[src/rtl/reg_file_pkg.sv]
// Shared types and default parameters for the context-switching register file.
package reg_file_pkg;
  typedef enum logic [1:0] {IDLE, SAVE, RESTORE} ctx_state_t;

  localparam int W_DEF       = 8;
  localparam int D_DEF       = 3;
  localparam int R_DEF       = 2;
  localparam int ZERO_R0_DEF = 0;
endpackage

[src/rtl/reg_file_ctx_fsm.sv]
// Save/restore sequencer: walks idx over every register and flags the copy direction.
module reg_file_ctx_fsm
  import reg_file_pkg::*;
#(
  parameter int D = D_DEF
) (
  input  logic         i_clk,
  input  logic         i_rst,
  input  logic         i_save_req,
  input  logic         i_restore_req,
  output logic         o_busy,
  output logic         o_done,
  output logic         o_copy_en,
  output logic         o_copy_dir,
  output logic [D-1:0] o_idx
);
  localparam logic [D-1:0] IDX_LAST = '1;

  ctx_state_t   r_state;
  logic [D-1:0] r_idx;
  logic         r_busy;
  logic         r_done;
  logic         r_copy_dir;

  always_ff @(posedge i_clk or posedge i_rst) begin
    if (i_rst) begin
      r_state    <= IDLE;
      r_idx      <= '0;
      r_busy     <= 1'b0;
      r_done     <= 1'b0;
      r_copy_dir <= 1'b0;
    end else begin
      r_done <= 1'b0;
      case (r_state)
        IDLE: begin
          r_idx <= '0;
          if (i_save_req) begin
            r_state    <= SAVE;
            r_busy     <= 1'b1;
            r_copy_dir <= 1'b0;
          end else if (i_restore_req) begin
            r_state    <= RESTORE;
            r_busy     <= 1'b1;
            r_copy_dir <= 1'b1;
          end
        end
        SAVE, RESTORE: begin
          // Terminal count compared explicitly; idx also returns to 0 for the next run.
          if (r_idx == IDX_LAST) begin
            r_state <= IDLE;
            r_busy  <= 1'b0;
            r_done  <= 1'b1;
            r_idx   <= '0;
          end else begin
            r_idx <= r_idx + 1'b1;
          end
        end
        default: begin
          r_state <= IDLE;
          r_busy  <= 1'b0;
          r_idx   <= '0;
        end
      endcase
    end
  end

  assign o_busy     = r_busy;
  assign o_done     = r_done;
  assign o_copy_en  = r_busy;
  assign o_copy_dir = r_copy_dir;
  assign o_idx      = r_idx;
endmodule

[src/rtl/reg_file_ctx.sv]
// Multi-read-port register file with write bypass, optional zero r0 and a shadow bank
// for whole-context save/restore.
module reg_file_ctx
  import reg_file_pkg::*;
#(
  parameter int W       = W_DEF,
  parameter int D       = D_DEF,
  parameter int R       = R_DEF,
  parameter int ZERO_R0 = ZERO_R0_DEF
) (
  input  logic           i_clk,
  input  logic           i_reset,
  input  logic           i_reg_write_en,
  input  logic [D-1:0]   i_reg_write_address,
  input  logic [W-1:0]   i_reg_write_data,
  input  logic [R*D-1:0] i_reg_read_address,
  output logic [R*W-1:0] o_source_data,
  input  logic           i_save_req,
  input  logic           i_restore_req,
  output logic           o_busy,
  output logic           o_done,
  output logic           o_write_blocked
);
  localparam int   DEPTH = 1 << D;
  localparam logic W_ZR0 = (ZERO_R0 != 0);

  logic [W-1:0] r_regs   [DEPTH];
  logic [W-1:0] r_shadow [DEPTH];

  logic         w_busy;
  logic         w_copy_en;
  logic         w_copy_dir;
  logic [D-1:0] w_idx;
  logic         w_wr_accept;

  reg_file_ctx_fsm #(.D(D)) u_fsm (
    .i_clk         (i_clk),
    .i_rst         (i_reset),
    .i_save_req    (i_save_req),
    .i_restore_req (i_restore_req),
    .o_busy        (w_busy),
    .o_done        (o_done),
    .o_copy_en     (w_copy_en),
    .o_copy_dir    (w_copy_dir),
    .o_idx         (w_idx)
  );

  // Reset gating keeps bypassed data off the read ports while the bank is being cleared.
  assign w_wr_accept = i_reg_write_en && !w_busy && !i_reset &&
                       !(W_ZR0 && (i_reg_write_address == '0));
  assign o_busy          = w_busy;
  assign o_write_blocked = i_reg_write_en && w_busy;

  for (genvar k = 0; k < R; k++) begin : g_rd
    logic [D-1:0] w_addr;
    assign w_addr = i_reg_read_address[k*D +: D];
    assign o_source_data[k*W +: W] =
      (W_ZR0 && (w_addr == '0))                          ? '0 :
      (w_wr_accept && (w_addr == i_reg_write_address))   ? i_reg_write_data :
                                                           r_regs[w_addr];
  end

  always_ff @(posedge i_clk or posedge i_reset) begin
    if (i_reset) begin
      for (int i = 0; i < DEPTH; i++) begin
        r_regs[i]   <= '0;
        r_shadow[i] <= '0;
      end
    end else begin
      if (w_wr_accept)
        r_regs[i_reg_write_address] <= i_reg_write_data;
      if (w_copy_en && !w_copy_dir)
        r_shadow[w_idx] <= r_regs[w_idx];
      if (w_copy_en && w_copy_dir)
        r_regs[w_idx] <= (W_ZR0 && (w_idx == '0)) ? '0 : r_shadow[w_idx];
    end
  end
endmodule

[config.mk]
export PLATFORM = sky130hd
export DESIGN_NAME = reg_file_ctx
export DESIGN_NICKNAME = d
export VERILOG_FILES = /design/src/rtl/reg_file_pkg.sv /design/src/rtl/reg_file_ctx_fsm.sv /design/src/rtl/reg_file_ctx.sv
export SDC_FILE = /design/constraint.sdc
export NUM_CORES = 1
export LEC_CHECK = 0
export CELL_PAD_IN_SITES_DETAIL_PLACEMENT = 2
export CELL_PAD_IN_SITES_GLOBAL_PLACEMENT = 2
export CORE_ASPECT_RATIO = 2
export CORE_MARGIN = 3
export CORE_UTILIZATION = 31
export DETAILED_ROUTE_END_ITERATION = 7
export GPL_TIMING_DRIVEN = 0
export HOLD_SLACK_MARGIN = 0.08
export PLACE_DENSITY_LB_ADDON = 0.2
export SLEW_MARGIN = 20
export SYNTH_ARGS = -nofsm -noshare
export SYNTH_HDL_FRONTEND = slang
export SYNTH_SLANG_ARGS = --single-unit
[constraint.sdc]
create_clock -name i_clk -period 5.99 [get_ports i_clk]
set_clock_uncertainty 0.1 [all_clocks]
set_input_delay 1.797 -clock i_clk [delete_from_list [all_inputs] [get_ports i_clk]]
set_output_delay 1.797 -clock i_clk [all_outputs]
set_load 0.01 [all_outputs]
Yosys cells after proc, flatten, opt, wreduce, memory -nomap -nowiden
Index checks and enable logic that the tools add are counted.

Add/subtract/negate cells: 1. Magnitude comparators: 6. Equal/unequal tests: 7. Muxes and demuxes: 36. Bitwise logic cells: 4. Reductions and logical operators: 17.

Operators with widths (number): bitwise mux 64 bit (3); 2-to-1 mux 64 bit (2); binary-select mux 8 bit (select 3 bit) (4); 2-to-1 mux 8 bit (12); demux 8 bit (select 3 bit) (2); greater-or-equal comparator 4 bit (second input constant) (4); inverter 3 -> 4 bit (4); logical AND 1 bit (9); less-than comparator 4 x 1 -> 1 bit (second input constant) (2); == test 3 bit (2); 2-to-1 mux 1 bit (6); 2-to-1 mux 2 bit (3); 2-to-1 mux 3 bit (2); one-hot mux 2 bit (2 select lines) (1); AND reduction 2 bit (2); adder 3 x 1 -> 3 bit (second input constant) (1); == test 3 bit (second input constant) (1); logical NOT 1 bit (3); != test 3 bit (second input constant) (1); == test 2 x 1 -> 1 bit (second input constant) (1); == test 2 bit (second input constant) (1); logical NOT 2 bit (1); != test 2 x 1 -> 1 bit (second input constant) (1); one-hot mux 1 bit (2 select lines) (1); other kinds (2) (2).

Register bits: 136. Output and inout port bits: 19. Word-level logic and storage cells: 92.

Depth between registers and ports, before layout
Gate-level depths: netlist of run 1.

Depth in word-level cells: 9. Gate-level depth with buffers: 6. Mapped depth without buffers: 5.

Hierarchy
Synthesis of run 1 repeated with hierarchy kept, for this count alone.

Cell total of the unflattened synthesis: 710. Area, all modules: 8194.1 um^2.

By module, submodules not included: reg_file_ctx (instances 1, cells each 679, area each 7840.0 um^2, sequential area each 3203.1 um^2); reg_file_ctx_fsm (instances 1, cells each 31, area each 354.1 um^2, sequential area each 200.2 um^2).

Worst setup path after synthesis of run 1
No wires, ideal clock.

Path type: input-to-output. Start: input port i_reg_read_address[0]. End: output port o_source_data[0]. Arrival: 3.381 ns. Required time: 4.093 ns. Slack: 0.712 ns. Cell stages on the path: 5. Buffers on the path: 2. Path through: buf_2 buf_2 mux4_2 mux2_2 mux2_2.

Cells in the longest elaborated chain, start to end: 5.

RTL lines: from (decl) (RTL line reg_file_ctx.sv:16) `input logic [R*D-1:0] i_reg_read_address,`; inverter 3 -> 4 bit (not written as such) (RTL line reg_file_ctx.sv:60) `r_regs[w_addr];`; binary-select mux 8 bit (select 3 bit) (RTL line reg_file_ctx.sv:60); 2-to-1 mux 8 bit (not written as such) (2 in series) (RTL line reg_file_ctx.sv:60); 2-to-1 mux 8 bit * (RTL line reg_file_ctx.sv:59) `(w_wr_accept && (w_addr == i_reg_write_address)) ? i_reg_write_data :`; to (decl) (RTL line reg_file_ctx.sv:17) `output logic [R*W-1:0] o_source_data,`.

Every way passes the cells marked *; elsewhere a longest branch is shown, timed or not. The select of a mux whose other input is x is not followed.

Worst setup path in the final report of run 1
Start: input port i_reset. End: output port o_source_data[11].

Cells in the longest elaborated chain, start to end: 4.

RTL lines: from (decl) (RTL line reg_file_ctx.sv:12) `input logic i_reset,`; logical NOT 1 bit (no line); logical AND 1 bit (RTL line reg_file_ctx.sv:49) `assign w_wr_accept = i_reg_write_en && !w_busy && !i_reset &&`; logical AND 1 bit (RTL line reg_file_ctx.sv:59); 2-to-1 mux 8 bit (RTL line reg_file_ctx.sv:59).

Every way passes these cells.

==> impl_metrics.toml, run 1 <==
[synth]
synth_top_area_cell = "dfrtp_1"
synth.most_common_cell = "dfrtp_1"
synthTopCellsByCount = "dfrtp_1, mux2_2, a31oi_1, nor3_1, o21ai_0"
syn_area_mm2 = 0.00818
synth_fp_nets = 759
yosysSeqAreaShare_pct = 41.6
syn_area_per_cell_um2 = 11.1
ys_async_sr_fraction_pct = 100
yosys.area.top_type_share_pct = 41.6
synthFlopType = "dfrtp_1"
syn_inst = 734
synth.distinct_cells = 37
synth_edf_count = 0
yosys-top-cells-area = "dfrtp_1, mux2_2, mux4_2, a31oi_1, nor3_1"
yosysWarnings = 0
yosys_register_bits = 136

[drt]
drcViolationCount = 0
routed_wl_mm = 35.2
avgViaCountPerCell = 5.93
first_pass_iters = 4
vias = 6736
route.antenna.remaining_nets = 0
drtIter0Drc = 399
routedWlPerCell_um = 31.0

[finish]
drive_gt1_share_pct = 31.2
seqCellArea_mm2 = 0.00340
final_core_util_pct = 37.2
multi_input_area_mm2 = 0.00442
n_antenna_cell = 0
layout.nets = 808
area_growth_syn_to_layout_pct = 17.7
fill_cells = 2729

[clock_tree]
ctsHtreeMaxLevel = 4
cts_tree = "built"
clock_latency_ns = 0.45
clockBufferDepth = 2
cts_buffers = 17
clockRootBuffer = "clkbuf_16"
path_clk_slew_ns = 0.05
cts.sinks = 136

[worst_setup_path]
cp-startpoint = "i_reset"
path_class = "primary input to primary output"
cp.arrival_ns = 4.06
cp_data_required_time_ns = 4.09
endpoint_kind = "primary output"
worstReg2RegStart = "u_fsm.o_idx[0]$_DFF_PP0_"
cp_max_fo = 6
startpoint_type = "primary input"
r2r_slack_ns = 3.37

[sta]
drv_slew = 0
fin_crit_ns = 5.95
rsz0062_at_grt = "no"
slew_headroom_pct = 37.4
fin_ws_ns = 0.0361
finalSetupViolCount = 0
worst_slew_pin_slew_ns = 0.939
hold_violations = 0
fmax_ghz = 0.168
finalCritPeriodShare_pct = 99.4

[die]
core_mm2 = 0.0259
die_h_um = 236
start_util_pct = 31.6
num_io_pins = 41
rows = 83
die_w_um = 121
die_area_mm2 = 0.0285

[place]
portBuffers = 26
post-dp-hpwl_mm = 26.7
place.gp.congestion = 0.950
preCtsSetupSlack_ns = -0.704

[global_route]
grt_max_degree = 99
grt-ovfl-total = 0
antenna_found_initial = 0
grt_pass1_vias = 7925
groute.usage.overall_pct = 25.6
grt_pass1_wl_mm = 52.6

[status]
status = "finished clean"

[power]
peakVddDrop_uv = 234
p_leak_nw = 3.53
powerDensity_mw_per_mm2 = 531

[min_path]
worstHoldPathType = "flip-flop to flip-flop"
min_from = "r_shadow[9]$_DFFE_PP0P_"

[job]
drv_cap = 0
[worst max-delay path, stage by stage]
cell	delay (ns)
clkdlybuf4s50_1	0.59
nor3b_2	0.45
nand4_1	0.19
buf_4	0.21
mux2_2	0.25
clkdlybuf4s50_1	0.56
[where the power goes]
group | switching [mW] | total (mW) | internal (mW)
combinational | 1.08 | 2.11 | 1.03
clock | 0.435 | 1.24 | 0.801
sequential | 0.464 | 1.77 | 1.31
total | 1.98 | 5.11 | 3.14
[cells by family after synthesis]
logic type / Yosys count / share of synthesized area (%)
flip-flops: 136 / 41.6
XOR/XNOR: 6 / 0.643
buffers and inverters: 87 / 4.41
AO/OA/AOI/OAI: 136 / 9.39
adder cells (fa/ha/maj): 3 / 0.459
multiplexers: 182 / 31.2
AND/OR/NAND/NOR: 184 / 12.3
[metal layers]
metal	routed length (um)	track usage, %
met5	0	0
met4	3290	21.6
met3	847	3.87
met2	19300	45.8
met1	11700	25.0
[path summary, 6_finish.rpt]
check,endpoint,cells after the start
setup / recovery,o_source_data[11],6
hold / removal,r_shadow[9]$_DFFE_PP0P_,1
setup reg to reg,r_regs[2]$_DFF_PP0_,6
hold reg to reg,r_shadow[9]$_DFFE_PP0P_,1
max in group asynchronous,r_regs[48]$_DFF_PP0_,3
min in group asynchronous,r_regs[43]$_DFF_PP0_,2
[metrics by stage]
| step | power [mW] | instances | instance area [um2] | TNS [ns] | hold slack [ns] |
|---|---|---|---|---|---|
| floorplan | 2.94 | 734 | 8180 | 0 | 0.374 |
| global placement | 3.75 | 1100 | 8860 | -257.97 | 0.382 |
| detailed placement | 3.86 | 1101 | 8900 | -10.57 | 0.392 |
| CTS | 5.14 | 1136 | 9610 | 0 | 0.407 |
| global route | 5.35 | 1136 | 9630 | 0 | 0.425 |
| finish | 5.11 | 1136 | 9630 | 0 | 0.400 |
[cell type report]
cell class / instances / share of cell area [%]
Clock buffer: 20 / 4.74
Buffer: 82 / 3.72
Timing Repair Buffer: 30 / 3.28
Inverter: 5 / 0.273
Clock inverter: 12 / 2.30
Sequential cell: 136 / 35.4
Tap cell: 340 / 4.42
Multi-Input combinational cell: 511 / 45.9
[cell usage in the layout, fill, tap and decap left out, drive strengths merged]
cell type	synthesis	routed
mux2	140	140
dfrtp	136	136
clkbuf	50	71
o21ai	65	65
nor3	64	64
a31oi	64	64
mux4	42	42
nand3	36	36
buf	32	35
clkdlybuf4s50	0	24
nand2	18	18
nand4	18	18
nand2b	9	9
nor3b	9	9
nor2	6	6
xnor2	6	6
bufinv	0	6
or2	5	5
inv	5	5
and2	4	4
or3	4	4
nor2b	4	4
a21oi	4	4
ha	3	3
clkinvlp	0	3
clkinv	0	3
nand3b	2	2
dlymetal6s2s	0	2
or4b	1	1
nor4b	1	1
or3b	1	1
nand4bb	1	1
nor4bb	1	1
a21boi	1	1
a2bb2oi	1	1
o22ai	1	1
[repair_timing]
item,in CTS,in global routing
buffers inserted,3,0
pin swaps,2,0
hold buffers,0,0
resized for setup,6,4
setup endpoints to repair,16,10
[registers in the layout, summed over array words and instances, names as in the netlist]
register,count
r_regs,64
r_shadow,64
u_fsm.o_idx,3
u_fsm.r_state,2
u_fsm.o_busy,1
u_fsm.o_copy_dir,1
u_fsm.o_done,1
No activity file was read; power rests on OpenSTA's default activity.
==> run 2: changes to the inputs <==
--- a/config.mk
+++ b/config.mk
@@ -5,11 +5,12 @@
 export SDC_FILE = /design/constraint.sdc
 export NUM_CORES = 1
 export LEC_CHECK = 0
+export CAP_MARGIN = 5
 export CELL_PAD_IN_SITES_DETAIL_PLACEMENT = 2
 export CELL_PAD_IN_SITES_GLOBAL_PLACEMENT = 2
 export CORE_ASPECT_RATIO = 2
-export CORE_MARGIN = 3
 export CORE_UTILIZATION = 31
+export CTS_CLUSTER_SIZE = 28
 export DETAILED_ROUTE_END_ITERATION = 7
 export GPL_TIMING_DRIVEN = 0
 export HOLD_SLACK_MARGIN = 0.08
==> run 2 against run 1 <==
Core utilization fell by 0.31 points. Count of clock-buffer cells in the layout fell by 1. Cell count barely moved. Largest power group unchanged. Cell area fell by 1.2%. Critical endpoint unchanged. First-iteration DRC count fell by 22%. Via count rose by 0.53%. Clock power fell by 15%.
==> impl_metrics.toml, run 2 (same netlist as run 1, synthesis figures left out) <==
[clock_tree]
cts.sinks = 136
path_clk_slew_ns = 0.06
cts_tree = "built"
clock_latency_ns = 0.45
clockRootBuffer = "clkbuf_16"
clockBufferDepth = 2
cts_buffers = 17
ctsHtreeMaxLevel = 4

[sta]
finalCritPeriodShare_pct = 98.7
rsz0062_at_grt = "no"
hold_violations = 0
slew_headroom_pct = 39.6
fin_crit_ns = 5.91
drv_slew = 0
worst_slew_pin_slew_ns = 0.906
finalSetupViolCount = 0
fmax_ghz = 0.169

[die]
die_area_mm2 = 0.0271
rows = 83
die_h_um = 232
start_util_pct = 31.8
core_mm2 = 0.0258
die_w_um = 117
num_io_pins = 41

[finish]
final_cell_mix = "dfrtp_1, mux2_2, nor3_1, a31oi_1, o21ai_0"
drive_gt1_share_pct = 31.1
layout.nets = 808
fill_cells = 2819
layout_commonest_cell = "dfrtp_1"
n_antenna_cell = 0
area_growth_syn_to_layout_pct = 16.3
layoutNonFillerInstCount = 1135

[power]
powerDensity_mw_per_mm2 = 519
finalPower_mw = 4.93
p_leak_nw = 3.45
peakVddDrop_uv = 242

[worst_setup_path]
crit_path_end = "o_source_data[11]"
worstReg2RegStart = "u_fsm.o_idx[0]$_DFF_PP0_"
cp_max_fo = 6
endpoint_kind = "primary output"
startpoint_type = "primary input"
cp.arrival_ns = 4.01
rr_endpoint = "r_regs[41]$_DFF_PP0_"
r2r_slack_ns = 3.37
rr_worst_depth = 6
cp_data_required_time_ns = 4.09
cp-startpoint = "i_reset"
path_class = "primary input to primary output"

[job]
drv_cap = 0

[drt]
avgViaCountPerCell = 5.97
vias = 6772
first_pass_iters = 5
routedWlPerCell_um = 31.1
routed_wl_mm = 35.2
route.antenna.remaining_nets = 0
drtIter0Drc = 312
drcViolationCount = 0

[place]
place.gp.congestion = 0.882
placed_cells = 1101
portBuffers = 26
post-dp-hpwl_mm = 27.0

[global_route]
groute.usage.overall_pct = 28.2
grt_max_degree = 80
grt_pass1_vias = 7921
grt-ovfl-total = 0
antenna_found_initial = 0
grt_pass1_wl_mm = 52.7

[min_path]
hold_depth = 1
worstHoldPathType = "flip-flop to flip-flop"

[status]
status = "finished clean"
## run 2: cell count changes in the layout (fill, tap and decap cells not counted)
cell / previous run / this run
buf_6: 2 / 1
bufinv_16: 6 / 2
buf_2: 12 / 13
clkinv_2: 2 / 3
clkinvlp_4: 3 / 6
clkdlybuf4s50_1: 24 / 26
clkbuf_8: 2 / 1
dlymetal6s2s_1: 2 / 0
## run 2: metal layers
layer / vias up / GRT usage (%) / wire [um]
li1: 2887 / - / -
met1: 3558 / 26.9 / 11700
met2: 211 / 50.4 / 18900
met3: 116 / 4.07 / 1100
met4: 0 / 25.8 / 3580
met5: - / 0 / 0
## run 2: power breakdown
group	leakage (nW)	switching, mW	internal [mW]	total (mW)
combinational	1.57	1.07	1.03	2.10
clock	0.263	0.436	0.617	1.05
sequential	1.62	0.473	1.31	1.78
total	3.45	1.98	2.95	4.93
## run 2: how the worst min path moves through the flow
| stage | start | endpoint | slack (ns) |
|---|---|---|---|
| 2_1_floorplan | r_shadow[32]$_DFFE_PP0P_ | r_shadow[32]$_DFFE_PP0P_ | 0.37 |
| 3_3_place_gp | r_shadow[36]$_DFFE_PP0P_ | r_shadow[36]$_DFFE_PP0P_ | 0.38 |
| 3_5_place_dp | r_shadow[51]$_DFFE_PP0P_ | r_shadow[51]$_DFFE_PP0P_ | 0.39 |
| 4_1_cts | r_shadow[51]$_DFFE_PP0P_ | r_shadow[51]$_DFFE_PP0P_ | 0.40 |
| 5_1_grt | r_shadow[22]$_DFFE_PP0P_ | r_shadow[22]$_DFFE_PP0P_ | 0.42 |
| 6_report | r_shadow[52]$_DFFE_PP0P_ | r_shadow[52]$_DFFE_PP0P_ | 0.40 |
## run 2: final cells by class
cell class | count | area, um2 | share of cell area [%]
plain buffers | 82 | 352 | 3.70
clock buffers | 19 | 443 | 4.66
clock inverters | 12 | 129 | 1.36
inverters | 5 | 26.3 | 0.276
multi-input cells | 511 | 4420 | 46.5
flip-flops and latches | 136 | 3400 | 35.8
well taps | 340 | 425 | 4.47
repair buffers | 30 | 310 | 3.26
## run 2: through the flow
step	hold slack [ns]	setup slack, ns	instance area [um2]	TNS [ns]	utilization [%]
after floorplan	0.374	0.454	8180	0	-
after global placement	0.383	-1.76	8860	-243.93	34.4
after detailed placement	0.388	-0.575	8900	-8.28	34.6
after CTS	0.404	0.0627	9510	0	36.9
after global routing	0.418	0.00571	9510	0	36.9
final	0.401	0.0807	9510	0	36.9
## run 2: what timing repair did
| action | 4_1_cts | 5_1_grt |
|---|---|---|
| endpoints found under the setup margin | 16 | 2 |
| hold buffers | 0 | 0 |
| resized for setup | 5 | 1 |
| hold endpoints to repair | 0 | 0 |
| pin swaps | 2 | 0 |
| setup buffers | 3 | 0 |
## run 2: critical path, cell delays in order
cell and delay, ns:
clkdlybuf4s50_1 0.61, nor3b_2 0.39, nand4_1 0.18, buf_4 0.21, mux2_2 0.26, clkdlybuf4s50_1 0.54
==> run 3: changes to the inputs <==
--- a/config.mk
+++ b/config.mk
@@ -14,7 +14,7 @@
 export DETAILED_ROUTE_END_ITERATION = 7
 export GPL_TIMING_DRIVEN = 0
 export HOLD_SLACK_MARGIN = 0.08
-export PLACE_DENSITY_LB_ADDON = 0.2
+export PLACE_DENSITY = 0.73
 export SLEW_MARGIN = 20
 export SYNTH_ARGS = -nofsm -noshare
 export SYNTH_HDL_FRONTEND = slang
==> run 3 against run 2 <==
Count of clock-buffer cells in the layout up 1. Clock power is 5% higher. Fmax is 0.13% higher. Sequential share of layout area shrank 0.099 points. Via count grew 1.2%. Critical path type unchanged. Power up 1.2%. Cell count did not move. Cell area rose by 0.28%. Largest cell class unchanged. First-iteration DRC count grew 28%. Largest power group unchanged. Global-route usage decreased by 0.37 points.
==> impl_metrics.toml, run 3 (same netlist as run 1, synthesis figures left out) <==
[finish]
area_growth_syn_to_layout_pct = 16.6
drive_gt1_share_pct = 30.9
fin_area_mm2 = 0.00953
fill_cells = 2806
multi_input_area_mm2 = 0.00443
seqCellArea_mm2 = 0.00340
final_cell_mix = "dfrtp_1, mux2_2, nor3_1, a31oi_1, o21ai_0"
n_antenna_cell = 0
layout_commonest_cell = "dfrtp_1"
layout.nets = 807
final_core_util_pct = 37.0

[die]
start_util_pct = 31.8
die_w_um = 117
num_io_pins = 41
die_h_um = 232
core_mm2 = 0.0258
rows = 83
die_area_mm2 = 0.0271

[drt]
routedWlPerCell_um = 31.0
route.antenna.remaining_nets = 0
routed_wl_mm = 35.2
first_pass_iters = 5
drcViolationCount = 0
drtIter0Drc = 398
vias = 6852
avgViaCountPerCell = 6.04

[sta]
worst_hold_slack_ns = 0.402
slew_headroom_pct = 29.2
hold_violations = 0
finalCritPeriodShare_pct = 98.5
drv_slew = 0
rsz0062_at_grt = "no"
worst_slew_pin_slew_ns = 1.06
fin_crit_ns = 5.90
finalSetupViolCount = 0
fin_setup_tns_ns = 0
fmax_ghz = 0.169

[place]
post-dp-hpwl_mm = 25.8
place.gp.congestion = 0.915
portBuffers = 26
dpl_cell_area_mm2 = 0.00890

[clock_tree]
ctsHtreeMaxLevel = 4
clockRootBuffer = "clkbuf_16"
cts.sinks = 136
cts_tree = "built"
path_clk_slew_ns = 0.06
clockBufferDepth = 2
cts_buffers = 17
clock_latency_ns = 0.45

[power]
pwr-share-clk_pct = 22.0
finalPower_mw = 4.99
pwr-share-comb_pct = 42.8
powerDensity_mw_per_mm2 = 524
power.switching_mw = 1.99
intPower_mw = 3.00
p_leak_nw = 3.48
peakVddDrop_uv = 218
seq_power_share_pct = 35.2
swShare_pct = 39.8

[worst_setup_path]
cp-startpoint = "i_reset"
r2r_slack_ns = 3.27
endpoint_kind = "primary output"
cp_max_fo = 8
cp.arrival_ns = 4.00
worstReg2RegStart = "u_fsm.o_idx[0]$_DFF_PP0_"
cp_data_required_time_ns = 4.09
rr_endpoint = "r_regs[1]$_DFF_PP0_"
rr_worst_depth = 6
startpoint_type = "primary input"
path_class = "primary input to primary output"
crit_path_end = "o_source_data[11]"

[global_route]
grt_pass1_wl_mm = 52.3
antenna_found_initial = 0
grt_max_degree = 96
groute.usage.overall_pct = 27.8
grt_pass1_vias = 7873
grt-ovfl-total = 0

[min_path]
worstHoldPathType = "flip-flop to flip-flop"

[status]
status = "finished clean"

[job]
drv_cap = 0
==> run 3: layer usage <==
metal | track usage (%) | part of all wire (%) | vias up
li1 | - | - | 2885
met1 | 26.9 | 33 | 3634
met2 | 49.7 | 54 | 218
met3 | 4.28 | 3.1 | 115
met4 | 24.4 | 9.5 | 0
met5 | 0 | 0 | -
==> run 3: what timing repair did <==
| item | 4_1_cts | 5_1_grt |
|---|---|---|
| setup endpoints to repair | 16 | 16 |
| pin swaps | 2 | 0 |
| buffers inserted | 2 | 0 |
| resized for setup | 5 | 2 |
| hold buffers | 0 | 0 |
==> run 3: critical path, cell delays in order <==
cell,delay (ns)
clkdlybuf4s50_1,0.63
nor3b_4,0.41
nand4_1,0.13
buf_4,0.20
mux2_2,0.28
clkdlybuf4s50_1,0.54
==> run 3: metrics by stage <==
step	worst slack, ns	instances
4_1_cts	0.0488	1135
3_5_place_dp	-0.587	1101
2_1_floorplan	0.454	734
3_3_place_gp	-1.95	1100
5_1_grt	0.0290	1135
6_report	0.0886	1135
==> run 3: area by class of cell <==
| class | count | area share, % |
|---|---|---|
| multi-input combinational | 511 | 46.4 |
| sequential | 136 | 35.7 |
| clock buffer | 20 | 4.69 |
| tap | 340 | 4.46 |
| buffer | 82 | 3.70 |
| timing repair buffer | 29 | 3.18 |
| clock inverter | 12 | 1.59 |
| inverter | 5 | 0.276 |
==> run 3: worst min path at each step <==
stage	from	endpoint	slack [ns]	cells past startpoint
final	r_shadow[3]$_DFFE_PP0P_	r_shadow[3]$_DFFE_PP0P_	0.40	1
after detailed placement	r_shadow[48]$_DFFE_PP0P_	r_shadow[48]$_DFFE_PP0P_	0.39	1
after floorplan	r_shadow[32]$_DFFE_PP0P_	r_shadow[32]$_DFFE_PP0P_	0.37	1
after CTS	r_shadow[55]$_DFFE_PP0P_	r_shadow[55]$_DFFE_PP0P_	0.41	1
after global routing	r_shadow[38]$_DFFE_PP0P_	r_shadow[38]$_DFFE_PP0P_	0.41	1
after global placement	r_shadow[33]$_DFFE_PP0P_	r_shadow[33]$_DFFE_PP0P_	0.38	1
==> run 3: power by group through the flow <==
| stage | registers (mW) | clock network (mW) | logic, mW |
|---|---|---|---|
| floorplan | 1.50 | 0 | 1.43 |
| global placement | 1.70 | 0 | 2.04 |
| detailed placement | 1.74 | 0 | 2.10 |
| CTS | 1.72 | 1.11 | 2.13 |
| global route | 1.78 | 1.14 | 2.27 |
| finish | 1.76 | 1.10 | 2.14 |
